==> config.mk <==
export PLATFORM = sky130hd
export DESIGN_NAME = bus_write_bank
export DESIGN_NICKNAME = d
export VERILOG_FILES = /design/src/rtl/bus_write_bank.sv
export SDC_FILE = /design/constraint.sdc
export NUM_CORES = 1
export LEC_CHECK = 0
export ABC_AREA = 1
export BUFFER_PORTS_ARGS = -buffer_cell sky130_fd_sc_hd__clkbuf_2
export CAP_MARGIN = 30
export CORE_ASPECT_RATIO = 0.9
export CORE_MARGIN = 2
export CORE_UTILIZATION = 51
export CTS_CLUSTER_SIZE = 24
export DETAILED_ROUTE_END_ITERATION = 8
export PLACE_DENSITY = 0.83
export SLEW_MARGIN = 30
export SYNTH_ARGS = -nofsm -noshare
export SYNTH_HDL_FRONTEND = slang
export SYNTH_SLANG_ARGS = --single-unit
==> constraint.sdc <==
create_clock -name clk -period 1.7 [get_ports clk]
set_clock_uncertainty 0.1 [all_clocks]
set_input_delay 0.17 -clock clk [delete_from_list [all_inputs] [get_ports clk]]
set_output_delay 0.17 -clock clk [all_outputs]
set_load 0.02 [all_outputs]
==> src/rtl/bus_write_bank.sv <==
// Write side of the shared datapath bus: code-decoded register loads plus a req/ack data-memory write.
// Optional macro DM_TIMEOUT_EN adds a REQ-state timeout that abandons an unacknowledged write.
//
// state | meaning
// IDLE  | no DM write outstanding; code 12 latches address/data and starts a request
// REQ   | dm_wr_req held with stable addr/data until dm_wr_ack (or timeout)
module bus_write_bank #(
  parameter int DATA_W         = 16,
  parameter int DM_W           = 8,
  parameter int TIMEOUT_CYCLES = 15
) (
  input  logic              clk,
  input  logic              rst_n,
  input  logic [3:0]        write_en,
  input  logic [DATA_W-1:0] bus_in,
  input  logic              pc_inc,
  output logic [DATA_W-1:0] pc,
  output logic [DATA_W-1:0] dar,
  output logic [DATA_W-1:0] ir,
  output logic [DATA_W-1:0] ac,
  output logic [DATA_W-1:0] r,
  output logic [DATA_W-1:0] r1,
  output logic [DATA_W-1:0] r2,
  output logic [DATA_W-1:0] r3,
  output logic [DATA_W-1:0] r4,
  output logic [DATA_W-1:0] r5,
  output logic [DATA_W-1:0] dm_addr,
  output logic [DM_W-1:0]   dm_wdata,
  output logic              dm_wr_req,
  input  logic              dm_wr_ack,
  output logic              busy,
  output logic              wr_err
);

  localparam logic [3:0] CODE_PC  = 4'd1;
  localparam logic [3:0] CODE_DAR = 4'd2;
  localparam logic [3:0] CODE_IR  = 4'd4;
  localparam logic [3:0] CODE_AC  = 4'd5;
  localparam logic [3:0] CODE_R   = 4'd6;
  localparam logic [3:0] CODE_R1  = 4'd7;
  localparam logic [3:0] CODE_R2  = 4'd8;
  localparam logic [3:0] CODE_R3  = 4'd9;
  localparam logic [3:0] CODE_R4  = 4'd10;
  localparam logic [3:0] CODE_R5  = 4'd11;
  localparam logic [3:0] CODE_DM  = 4'd12;

  typedef enum logic {ST_IDLE, ST_REQ} state_e;

  state_e            state_q, state_d;
  logic [DATA_W-1:0] pc_q, dar_q, ir_q, ac_q, r_q, r1_q, r2_q, r3_q, r4_q, r5_q;
  logic [DATA_W-1:0] dm_addr_q, dm_addr_d;
  logic [DM_W-1:0]   dm_wdata_q, dm_wdata_d;
  logic              wr_err_q, wr_err_d;
  logic              code_illegal;

  // 3 and 14/15 are reserved, 13 is the read-only instruction memory.
  assign code_illegal = (write_en == 4'd3) || (write_en >= 4'd13);

`ifdef DM_TIMEOUT_EN
  localparam int TMR_W = $clog2(TIMEOUT_CYCLES + 1);
  logic [TMR_W-1:0] tmr_q, tmr_d;
`endif

  always_ff @(posedge clk or negedge rst_n) begin
    if (!rst_n) begin
      pc_q  <= '0;
      dar_q <= '0;
      ir_q  <= '0;
      ac_q  <= '0;
      r_q   <= '0;
      r1_q  <= '0;
      r2_q  <= '0;
      r3_q  <= '0;
      r4_q  <= '0;
      r5_q  <= '0;
    end else begin
      // An explicit PC load beats the increment issued in the same cycle.
      if (write_en == CODE_PC) pc_q <= bus_in;
      else if (pc_inc)         pc_q <= pc_q + DATA_W'(1);
      case (write_en)
        CODE_DAR: dar_q <= bus_in;
        CODE_IR:  ir_q  <= bus_in;
        CODE_AC:  ac_q  <= bus_in;
        CODE_R:   r_q   <= bus_in;
        CODE_R1:  r1_q  <= bus_in;
        CODE_R2:  r2_q  <= bus_in;
        CODE_R3:  r3_q  <= bus_in;
        CODE_R4:  r4_q  <= bus_in;
        CODE_R5:  r5_q  <= bus_in;
        default: ;
      endcase
    end
  end

  always_comb begin
    state_d    = state_q;
    dm_addr_d  = dm_addr_q;
    dm_wdata_d = dm_wdata_q;
    wr_err_d   = code_illegal;
`ifdef DM_TIMEOUT_EN
    tmr_d      = tmr_q;
`endif
    if (state_q == ST_IDLE) begin
      if (write_en == CODE_DM) begin
        state_d    = ST_REQ;
        dm_addr_d  = dar_q;
        dm_wdata_d = bus_in[DM_W-1:0];
`ifdef DM_TIMEOUT_EN
        tmr_d      = TMR_W'(TIMEOUT_CYCLES - 1);
`endif
      end
    end else begin
      if (write_en == CODE_DM) wr_err_d = 1'b1;
      if (dm_wr_ack) begin
        state_d = ST_IDLE;
      end
`ifdef DM_TIMEOUT_EN
      else if (tmr_q == '0) begin
        state_d  = ST_IDLE;
        wr_err_d = 1'b1;
      end else begin
        tmr_d = tmr_q - 1'b1;
      end
`endif
    end
  end

  always_ff @(posedge clk or negedge rst_n) begin
    if (!rst_n) begin
      state_q    <= ST_IDLE;
      dm_addr_q  <= '0;
      dm_wdata_q <= '0;
      wr_err_q   <= 1'b0;
    end else begin
      state_q    <= state_d;
      dm_addr_q  <= dm_addr_d;
      dm_wdata_q <= dm_wdata_d;
      wr_err_q   <= wr_err_d;
    end
  end

`ifdef DM_TIMEOUT_EN
  always_ff @(posedge clk or negedge rst_n) begin
    if (!rst_n) tmr_q <= '0;
    else        tmr_q <= tmr_d;
  end
`endif

  assign pc        = pc_q;
  assign dar       = dar_q;
  assign ir        = ir_q;
  assign ac        = ac_q;
  assign r         = r_q;
  assign r1        = r1_q;
  assign r2        = r2_q;
  assign r3        = r3_q;
  assign r4        = r4_q;
  assign r5        = r5_q;
  assign dm_addr   = dm_addr_q;
  assign dm_wdata  = dm_wdata_q;
  // Decoded straight from the state flop so reset drops the request without a clock edge.
  assign dm_wr_req = (state_q == ST_REQ);
  assign busy      = (state_q == ST_REQ);
  assign wr_err    = wr_err_q;

endmodule

==> results of run 1 <==
power breakdown:
part,leakage (nW),total (mW),switching [mW],internal (mW)
logic,2.30,3.49,2.38,1.12
registers,2.35,5.95,0.632,5.31
clock network,0.268,3.66,1.70,1.96
logic make-up after synthesis:
| logic type | synth area share (%) |
|---|---|
| compound gates | 13.02 |
| xor+xnor | 0.6103 |
| fa+ha+maj | 0.1743 |
| buf+inv | 5.718 |
| flops | 64.85 |
| simple gates | 15.62 |
flip-flops by register name (all words and copies together), names as in the netlist:
register,count
r2,16
r5,16
r3,16
dm_addr,16
dar,16
ac,16
busy,1
pc,16
ir,16
wr_err,1
r4,16
r1,16
r,16
dm_wdata,8
layout make-up:
type / count / area, um2
timing repair buffer: 246 / 1403
multi-input combinational: 474 / 2120
inverter: 66 / 247.7
sequential: 186 / 4654
tap: 193 / 241.5
clock buffer: 19 / 452.9
clock inverter: 11 / 90.09
fill: 1153 / 4693
metal layers:
metal  vias to the layer above  routed length [um]  GRT usage (%)
li1                       2905                   -              -
met1                      2951                8682          40.07
met2                       286                9575          44.94
met3                        22                1833          7.513
met4                         0                 328          7.029
met5                         -                   0              0
cell usage after synthesis:
cell type / instances
sky130_fd_sc_hd__nor2_2: 2
sky130_fd_sc_hd__ha_1: 1
sky130_fd_sc_hd__a21oi_1: 2
sky130_fd_sc_hd__o21ai_1: 6
sky130_fd_sc_hd__dfrtp_1: 186
sky130_fd_sc_hd__nor2_4: 1
sky130_fd_sc_hd__clkbuf_1: 26
sky130_fd_sc_hd__nand3_1: 23
sky130_fd_sc_hd__o22ai_1: 7
sky130_fd_sc_hd__inv_2: 2
sky130_fd_sc_hd__buf_6: 2
sky130_fd_sc_hd__nor2_1: 19
sky130_fd_sc_hd__nand4_1: 2
sky130_fd_sc_hd__inv_1: 64
sky130_fd_sc_hd__xor2_1: 3
sky130_fd_sc_hd__nand2_1: 235
sky130_fd_sc_hd__buf_2: 7
sky130_fd_sc_hd__o21ai_0: 167
sky130_fd_sc_hd__buf_4: 1
sky130_fd_sc_hd__nand2_2: 1
sky130_fd_sc_hd__xnor2_1: 2
sky130_fd_sc_hd__o211ai_1: 2
sky130_fd_sc_hd__nor3_2: 1
repair_timing:
| action | CTS | global route |
|---|---|---|
| setup endpoints to repair | 0 | 7 |
| resized for setup | 0 | 1 |
| hold buffers | 14 | 0 |
| hold endpoints to repair | 151 | 0 |
critical path: cells and delay by family:
kind	cells	cell delay, ps
buffers and inverters	5	940
AND/OR/NAND/NOR	4	580
AO/OA/AOI/OAI	1	110
per-stage QoR:
stage / total power, mW / hold WS, ps / setup TNS [ps]
finish: 13.10 / 14.91 / 0
global route: 13.80 / 22.43 / -19.50
CTS: 13.14 / 7.345 / 0
detailed placement: 9.462 / 57.44 / 0
global placement: 9.351 / 58.28 / 0
floorplan: 7.952 / -225.6 / 0
worst max path at each step:
stage	endpoint	cells past startpoint	start
after floorplan	pc[14]	8	pc[1]
after global routing	pc[1]	8	write_en[3]
final	pc[0]	10	write_en[1]
after global placement	pc[1]	7	write_en[3]
after CTS	pc[1]	8	write_en[3]
after detailed placement	pc[1]	7	write_en[3]
==> impl_results.rst, run 1 <==
.. list-table::
   :header-rows: 1

   * - Metric
     - Value
   * - Global placement routability congestion
     - 0.8772
   * - Routed wire length
     - 20.42 mm
   * - Antenna Nets Post-Route
     - 0
   * - Slowest stage cell, crit path
     - sky130_fd_sc_hd__dlygate4sd3_1
   * - Cell row count
     - 41
   * - Data arrival, critical path
     - 1810 ps
   * - Drt initial violations
     - 562
   * - Quantity of I/O buffers inserted on ports
     - 210
   * - Antenna violations before repair
     - 0
   * - Antenna diodes
     - 0
   * - Die height
     - 116.5 um
   * - Clock tree from TritonCTS
     - yes
   * - Highest Clock Rate
     - 631.8 MHz
   * - Fraction of the cycle the final worst path needs
     - 93.10%
   * - Max H-tree Level
     - 4
   * - Syn Nets
     - 787
   * - Count of non-filler cells in the finished layout
     - 1195
   * - Top-level I/O count
     - 211
   * - Clock latency reported for the late side of the worst-skew pair
     - 420 ps
   * - Pin count of the biggest net entering global routing
     - 52
   * - Capturing element type of the critical path
     - flip-flop
   * - Max-Slew Margin vs Limit
     - 56.88%
   * - Category of the worst setup path launch point
     - input pin
   * - Dpl ws
     - 156.6 ps
   * - Slew Viols, Final
     - 0
   * - Worst R2R End
     - pc[14]
   * - Root cell of the clock tree
     - sky130_fd_sc_hd__clkbuf_16
   * - Sequential-to-total area share from yosys stat
     - 64.85%
   * - Via count of the routed design
     - 6164
   * - Slew of the pin with the lowest slew margin
     - 646.2 ps
   * - Synthesis warning total
     - 0
   * - Share of Yosys cell area claimed by the top area cell type
     - 64.85%
   * - Count of distinct cell types in the synthesized netlist
     - 23
   * - Cell depth of the worst min-delay path
     - 3
   * - Worst min-delay path class
     - in2reg
   * - Setup fix buffers added after clock tree synthesis
     - 0
   * - Core occupancy in the finished layout
     - 66.24%
   * - Number of endpoints failing setup at the final stage
     - 0
   * - Static Leakage
     - 4.914 nW
   * - Syn Inst Count
     - 762
   * - Dominant cell type by area after synthesis
     - sky130_fd_sc_hd__dfrtp_1
   * - Ratio of cells with drive above 1 in the final layout
     - 27.05%
   * - Highest-count cells in the layout ignoring fill and taps
     - sky130_fd_sc_hd__nand2_1, sky130_fd_sc_hd__clkbuf_2, sky130_fd_sc_hd__dfrtp_1
   * - Largest stage delay on the critical path
     - 540 ps
   * - Post-DP HPWL
     - 13.74 mm
   * - Logic depth of the worst register-to-register path
     - 8
   * - Residual DRC count
     - 0
   * - Gr ovfl total
     - 0
   * - Total track usage
     - 28.48%
   * - Number of failing hold endpoints at the final stage
     - 0
   * - Ratio of total power to cell area
     - 1422 nW/um2
   * - Critical Path RT
     - 1930 ps
   * - Endpoint with the worst hold slack
     - wr_err
   * - Worst supply voltage drop on vdd
     - 1.020 mV
   * - Synthesized flop and latch total
     - 186
   * - Full die area
     - 15040 um2
   * - Cell chain of the critical path
     - dlygate4sd3_1, clkbuf_2, inv_1, nand2_1, inv_1, nand2_2, inv_2, nor2_4, nand2_1, o211ai_1
   * - Mapped Area
     - 7177 um2
   * - Wire length of the first global-routing pass
     - 31.46 mm
   * - Area of the core
     - 13900 um2
   * - Final critical delay including setup and external delays
     - 1583 ps
   * - Outcome
     - complete, no violations
   * - Drt pass-1 iters
     - 5
   * - Startpoint of the lowest-slack register-to-register path
     - pc[1]
   * - Maximum buffer depth of the clock tree
     - 2
   * - Num CTS Buffers
     - 17
   * - Number of global-route vias before repair
     - 5626
   * - Final nets
     - 1016
   * - Area added between synthesis and finish
     - 28.31%
   * - Placed cell count
     - 1151
   * - Sink count of the clock tree
     - 186
   * - Critical path class
     - in2reg
   * - Synth area leaders
     - sky130_fd_sc_hd__dfrtp_1, sky130_fd_sc_hd__nand2_1, sky130_fd_sc_hd__o21ai_0
   * - Synthesized area divided by synthesized cell count
     - 9.418 um2
   * - Most common cell after layout, fill and taps aside
     - sky130_fd_sc_hd__nand2_1
   * - Post-route cell area
     - 9209 um2
   * - Die extent in x
     - 129.0 um
   * - Detailed-route vias per instance
     - 5.158
   * - Worst reg2reg setup slack
     - 230 ps
   * - Routed wire per std cell
     - 17.09 um
   * - Highest net fanout along the worst path
     - 13
   * - Clock-pin slew on the worst setup and hold paths
     - 70 ps
   * - Standard cell area after detailed placement
     - 8523 um2
   * - Max cap viols
     - 0
   * - PnR worst setup slack
     - 117.3 ps
   * - Start point of the worst min-delay path
     - write_en[0]
   * - Starting utilization of the core area
     - 51.62%
No activity file was read; power rests on OpenSTA's default activity.
==> run 2, diff against run 1 <==
--- a/config.mk
+++ b/config.mk
@@ -5,15 +5,14 @@
 export SDC_FILE = /design/constraint.sdc
 export NUM_CORES = 1
 export LEC_CHECK = 0
-export ABC_AREA = 1
 export BUFFER_PORTS_ARGS = -buffer_cell sky130_fd_sc_hd__clkbuf_2
 export CAP_MARGIN = 30
 export CORE_ASPECT_RATIO = 0.9
 export CORE_MARGIN = 2
-export CORE_UTILIZATION = 51
+export CORE_UTILIZATION = 41
 export CTS_CLUSTER_SIZE = 24
 export DETAILED_ROUTE_END_ITERATION = 8
-export PLACE_DENSITY = 0.83
+export PLACE_DENSITY = 0.69
 export SLEW_MARGIN = 30
 export SYNTH_ARGS = -nofsm -noshare
 export SYNTH_HDL_FRONTEND = slang
==> impl_results.rst, run 2 <==
.. list-table::
   :header-rows: 1

   * - Metric
     - Value
   * - Clock tree from TritonCTS
     - yes
   * - Final nets
     - 755 (-26%)
   * - Synthesis warning total
     - 0 (unchanged)
   * - Critical Path RT
     - 1910 ps (-20 ps)
   * - Net switching power figure
     - 4.966 mW (+5.6%)
   * - Synth top cells by count
     - sky130_fd_sc_hd__dfrtp_1, sky130_fd_sc_hd__mux2_2, sky130_fd_sc_hd__nand2_1
   * - Outcome
     - complete, no violations
   * - Logic depth of the worst register-to-register path
     - 5 (-3)
   * - Worst supply voltage drop on vdd
     - 0.8947 mV (-12%)
   * - Category of the worst setup path launch point
     - flip-flop
   * - Internal power
     - 9.460 mW (+13%)
   * - Number of enable flip-flop cells after synthesis
     - 0 (unchanged)
   * - Cell depth of the worst min-delay path
     - 3 (unchanged)
   * - Starting utilization of the core area
     - 41.45% (-10 points)
   * - Part of the total power dissipated in combinational logic
     - 30.0% (+3.3 points)
   * - Sequential-to-total area share from yosys stat
     - 61.79% (-3.1 points)
   * - Start point of the worst min-delay path
     - write_en[3]
   * - Share of Yosys cell area claimed by the top area cell type
     - 61.79% (-3.1 points)
   * - Dpl ws
     - 32.29 ps (-124.3 ps)
   * - Sink count of the clock tree
     - 186 (unchanged)
   * - Worst reg2reg setup slack
     - 90 ps (-140 ps)
   * - Critical path class
     - reg2reg
   * - PnR worst setup slack
     - 87.44 ps (-29.85 ps)
   * - Num CTS Buffers
     - 17 (unchanged)
   * - Flop pwr share
     - 42.9% (-2.5 points)
   * - Synthesized area divided by synthesized cell count
     - 14.92 um2 (+58%)
   * - Pin count of the biggest net entering global routing
     - 53 (+1.9%)
   * - Antenna diodes
     - 0 (unchanged)
   * - Number of endpoints failing setup at the final stage
     - 0 (unchanged)
   * - Syn Inst Count
     - 505 (-34%)
   * - Most frequent cell after synthesis
     - sky130_fd_sc_hd__dfrtp_1
   * - Root cell of the clock tree
     - sky130_fd_sc_hd__clkbuf_16
   * - Max-Slew Margin vs Limit
     - 69.14% (+12 points)
   * - Area added between synthesis and finish
     - 28.85%
   * - Startpoint of the lowest-slack register-to-register path
     - pc[1]
   * - Slew Viols, Final
     - 0 (unchanged)
   * - Final critical delay including setup and external delays
     - 1613 ps (+29.85 ps)
   * - Post-layout power
     - 14.43 mW (+10%)
   * - Max H-tree Level
     - 4 (unchanged)
   * - Wire length of the first global-routing pass
     - 29.19 mm (-7.2%)
   * - Static Leakage
     - 4.522 nW (-8.0%)
   * - Highest net fanout along the worst path
     - 5 (-8)
   * - Maximum buffer depth of the clock tree
     - 2 (unchanged)
   * - Residual DRC count
     - 0 (unchanged)
   * - Total track usage
     - 19.52% (-9.0 points)
   * - Dominant cell type by area after synthesis
     - sky130_fd_sc_hd__dfrtp_1
   * - Ratio of cells with drive above 1 in the final layout
     - 61.64% (+35 points)
   * - Detailed-route vias per instance
     - 4.956 (-3.9%)
   * - Data arrival, critical path
     - 1820 ps (about the same)
   * - Highest Clock Rate
     - 620.1 MHz (-1.9%)
   * - Worst min-delay path class
     - in2reg
   * - Most common cell after layout, fill and taps aside
     - sky130_fd_sc_hd__clkbuf_2
   * - Fraction of the cycle the final worst path needs
     - 94.86% (+1.8 points)
   * - Top-level I/O count
     - 211 (unchanged)
   * - Full die area
     - 19470 um2 (+29%)
   * - Antenna violations before repair
     - 1 (+1)
   * - Clock-pin slew on the worst setup and hold paths
     - 70 ps (about the same)
   * - Count of distinct cell types in the synthesized netlist
     - 35 (+52%)
   * - Cell row count
     - 47 (+15%)
   * - Syn Nets
     - 530 (-33%)
   * - Drt pass-1 iters
     - 4 (-1)
   * - Antenna Nets Post-Route
     - 0 (unchanged)
   * - Top FF cell, synth
     - sky130_fd_sc_hd__dfrtp_1
   * - Max cap viols
     - 0 (unchanged)
   * - Mapped Area
     - 7532 um2 (+5.0%)
   * - Ratio of total power to cell area
     - 1486 nW/um2 (+4.5%)
   * - Post-DP HPWL
     - 13.42 mm (-2.3%)
   * - Asr flop ratio synth
     - 100.0% (unchanged)
   * - Crit path from
     - pc[1]
   * - Routed wire per std cell
     - 18.73 um (+9.6%)
   * - Slew of the pin with the lowest slew margin
     - 462.9 ps (-183.3 ps)
   * - Quantity of I/O buffers inserted on ports
     - 210 (unchanged)
   * - # fillers
     - 1525 (+32%)
   * - Synth area leaders
     - sky130_fd_sc_hd__dfrtp_1, sky130_fd_sc_hd__mux2_2, sky130_fd_sc_hd__nand2_1
   * - Routed wire length
     - 18.51 mm (-9.4%)
   * - Net switching share of the total power
     - 34.42% (-1.5 points)
   * - Die height
     - 132.6 um (+14%)
   * - Via count of the routed design
     - 4897 (-21%)
   * - Gr ovfl total
     - 0 (unchanged)
   * - Number of failing hold endpoints at the final stage
     - 0 (unchanged)
   * - Highest-count cells in the layout ignoring fill and taps
     - sky130_fd_sc_hd__clkbuf_2, sky130_fd_sc_hd__dfrtp_1, sky130_fd_sc_hd__mux2_2
   * - Capturing element type of the critical path
     - flip-flop
   * - Synthesized flop and latch total
     - 186 (unchanged)
   * - Global placement routability congestion
     - 0.8438 (-3.8%)
   * - Area of the core
     - 18170 um2 (+31%)
   * - Die extent in x
     - 146.9 um (+14%)
   * - Endpoint with the worst hold slack
     - wr_err
   * - Drt initial violations
     - 177 (-69%)
   * - Worst R2R End
     - pc[10]
   * - Number of global-route vias before repair
     - 5167 (-8.2%)
   * - Clock latency reported for the late side of the worst-skew pair
     - 420 ps (about the same)
   * - Clock network fraction of total power
     - 27.1% (-0.8 points)
run 2: cell count changes in the layout (fill, tap and decap cells not counted), sizes merged, moves of 12 or more:
cell,delta
dlygate4sd3,-12
nand2,-209
inv,-64
o21ai,-161
mux2,+168
nand3,-17
run 2: power by group through the flow:
stage	sequential [mW]	combinational (mW)	clock (mW)
after floorplan	7.52	1.25	0
after global placement	6.18	4.28	0
after detailed placement	6.26	4.36	0
after CTS	6.18	4.37	4.01
after global routing	6.32	4.63	4.22
final	6.18	4.33	3.91
run 2: how the worst max path moves through the flow:
| stage | to | cells after the start | slack, ps |
|---|---|---|---|
| after CTS | pc[14] | 5 | 50 |
| after global routing | pc[10] | 5 | -30 |
| after detailed placement | pc[11] | 6 | 30 |
| after floorplan | dm_addr[0] | 3 | 30 |
| after global placement | r3[10] | 6 | 100 |
| final | pc[10] | 5 | 90 |
run 2: final cells by class:
cell class                 instances  area, um2  share of cell area [%]
multi-input combinational        278       2670                   27.51
inverter                           4      15.01                  0.1547
timing repair buffer             243       1473                   15.17
clock inverter                     8      83.83                  0.8637
sequential                       186       4656                   47.97
tap                              245      306.5                   3.158
clock buffer                      24      501.7                   5.170
run 2: routing by layer:
| metal | part of all wire, % | GRT usage (%) |
|---|---|---|
| met3 | 6.7 | 5.483 |
| met5 | 0 | 0 |
| met1 | 43 | 25.94 |
| met4 | 1.6 | 6.580 |
| met2 | 48 | 31.06 |
run 2: critical path, stage by stage, from the launching register on:
cell	delay [ps]
sky130_fd_sc_hd__dfrtp_1	430
sky130_fd_sc_hd__ha_2	260
sky130_fd_sc_hd__inv_1	90
sky130_fd_sc_hd__nor4_2	370
sky130_fd_sc_hd__xnor2_1	170
sky130_fd_sc_hd__o21ai_0	90
run 2: kinds of logic (layout without fill, tap and decap cells):
kind of cell / Yosys count / after routing / share of synthesized area (%)
flops: 186 / 186 / 61.79
buf+inv: 41 / 279 / 3.040
fa+ha+maj: 1 / 1 / 0.1661
compound gates: 15 / 15 / 1.130
mux: 173 / 173 / 25.78
xor+xnor: 11 / 11 / 1.279
simple gates: 78 / 78 / 6.811
run 2: through the flow:
stage | cells | setup TNS, ps | hold slack [ps] | instance area, um2 | utilization, %
after floorplan | 505 | 0 | -225.6 | 7532 | -
after global placement | 953 | 0 | 24.45 | 9070 | 49.91
after detailed placement | 953 | 0 | 39.77 | 9070 | 49.91
after CTS | 987 | 0 | 8.687 | 9676 | 53.25
after global routing | 988 | -25.06 | 27.12 | 9706 | 53.41
final | 988 | 0 | 32.94 | 9706 | 53.41
run 2: timing repair:
action                                  CTS  global route
endpoints found under the setup margin    0             5
gates resized for setup                   0             5
setup buffers                             0             1
endpoints found under the hold margin   120             0
hold buffers                              2             0
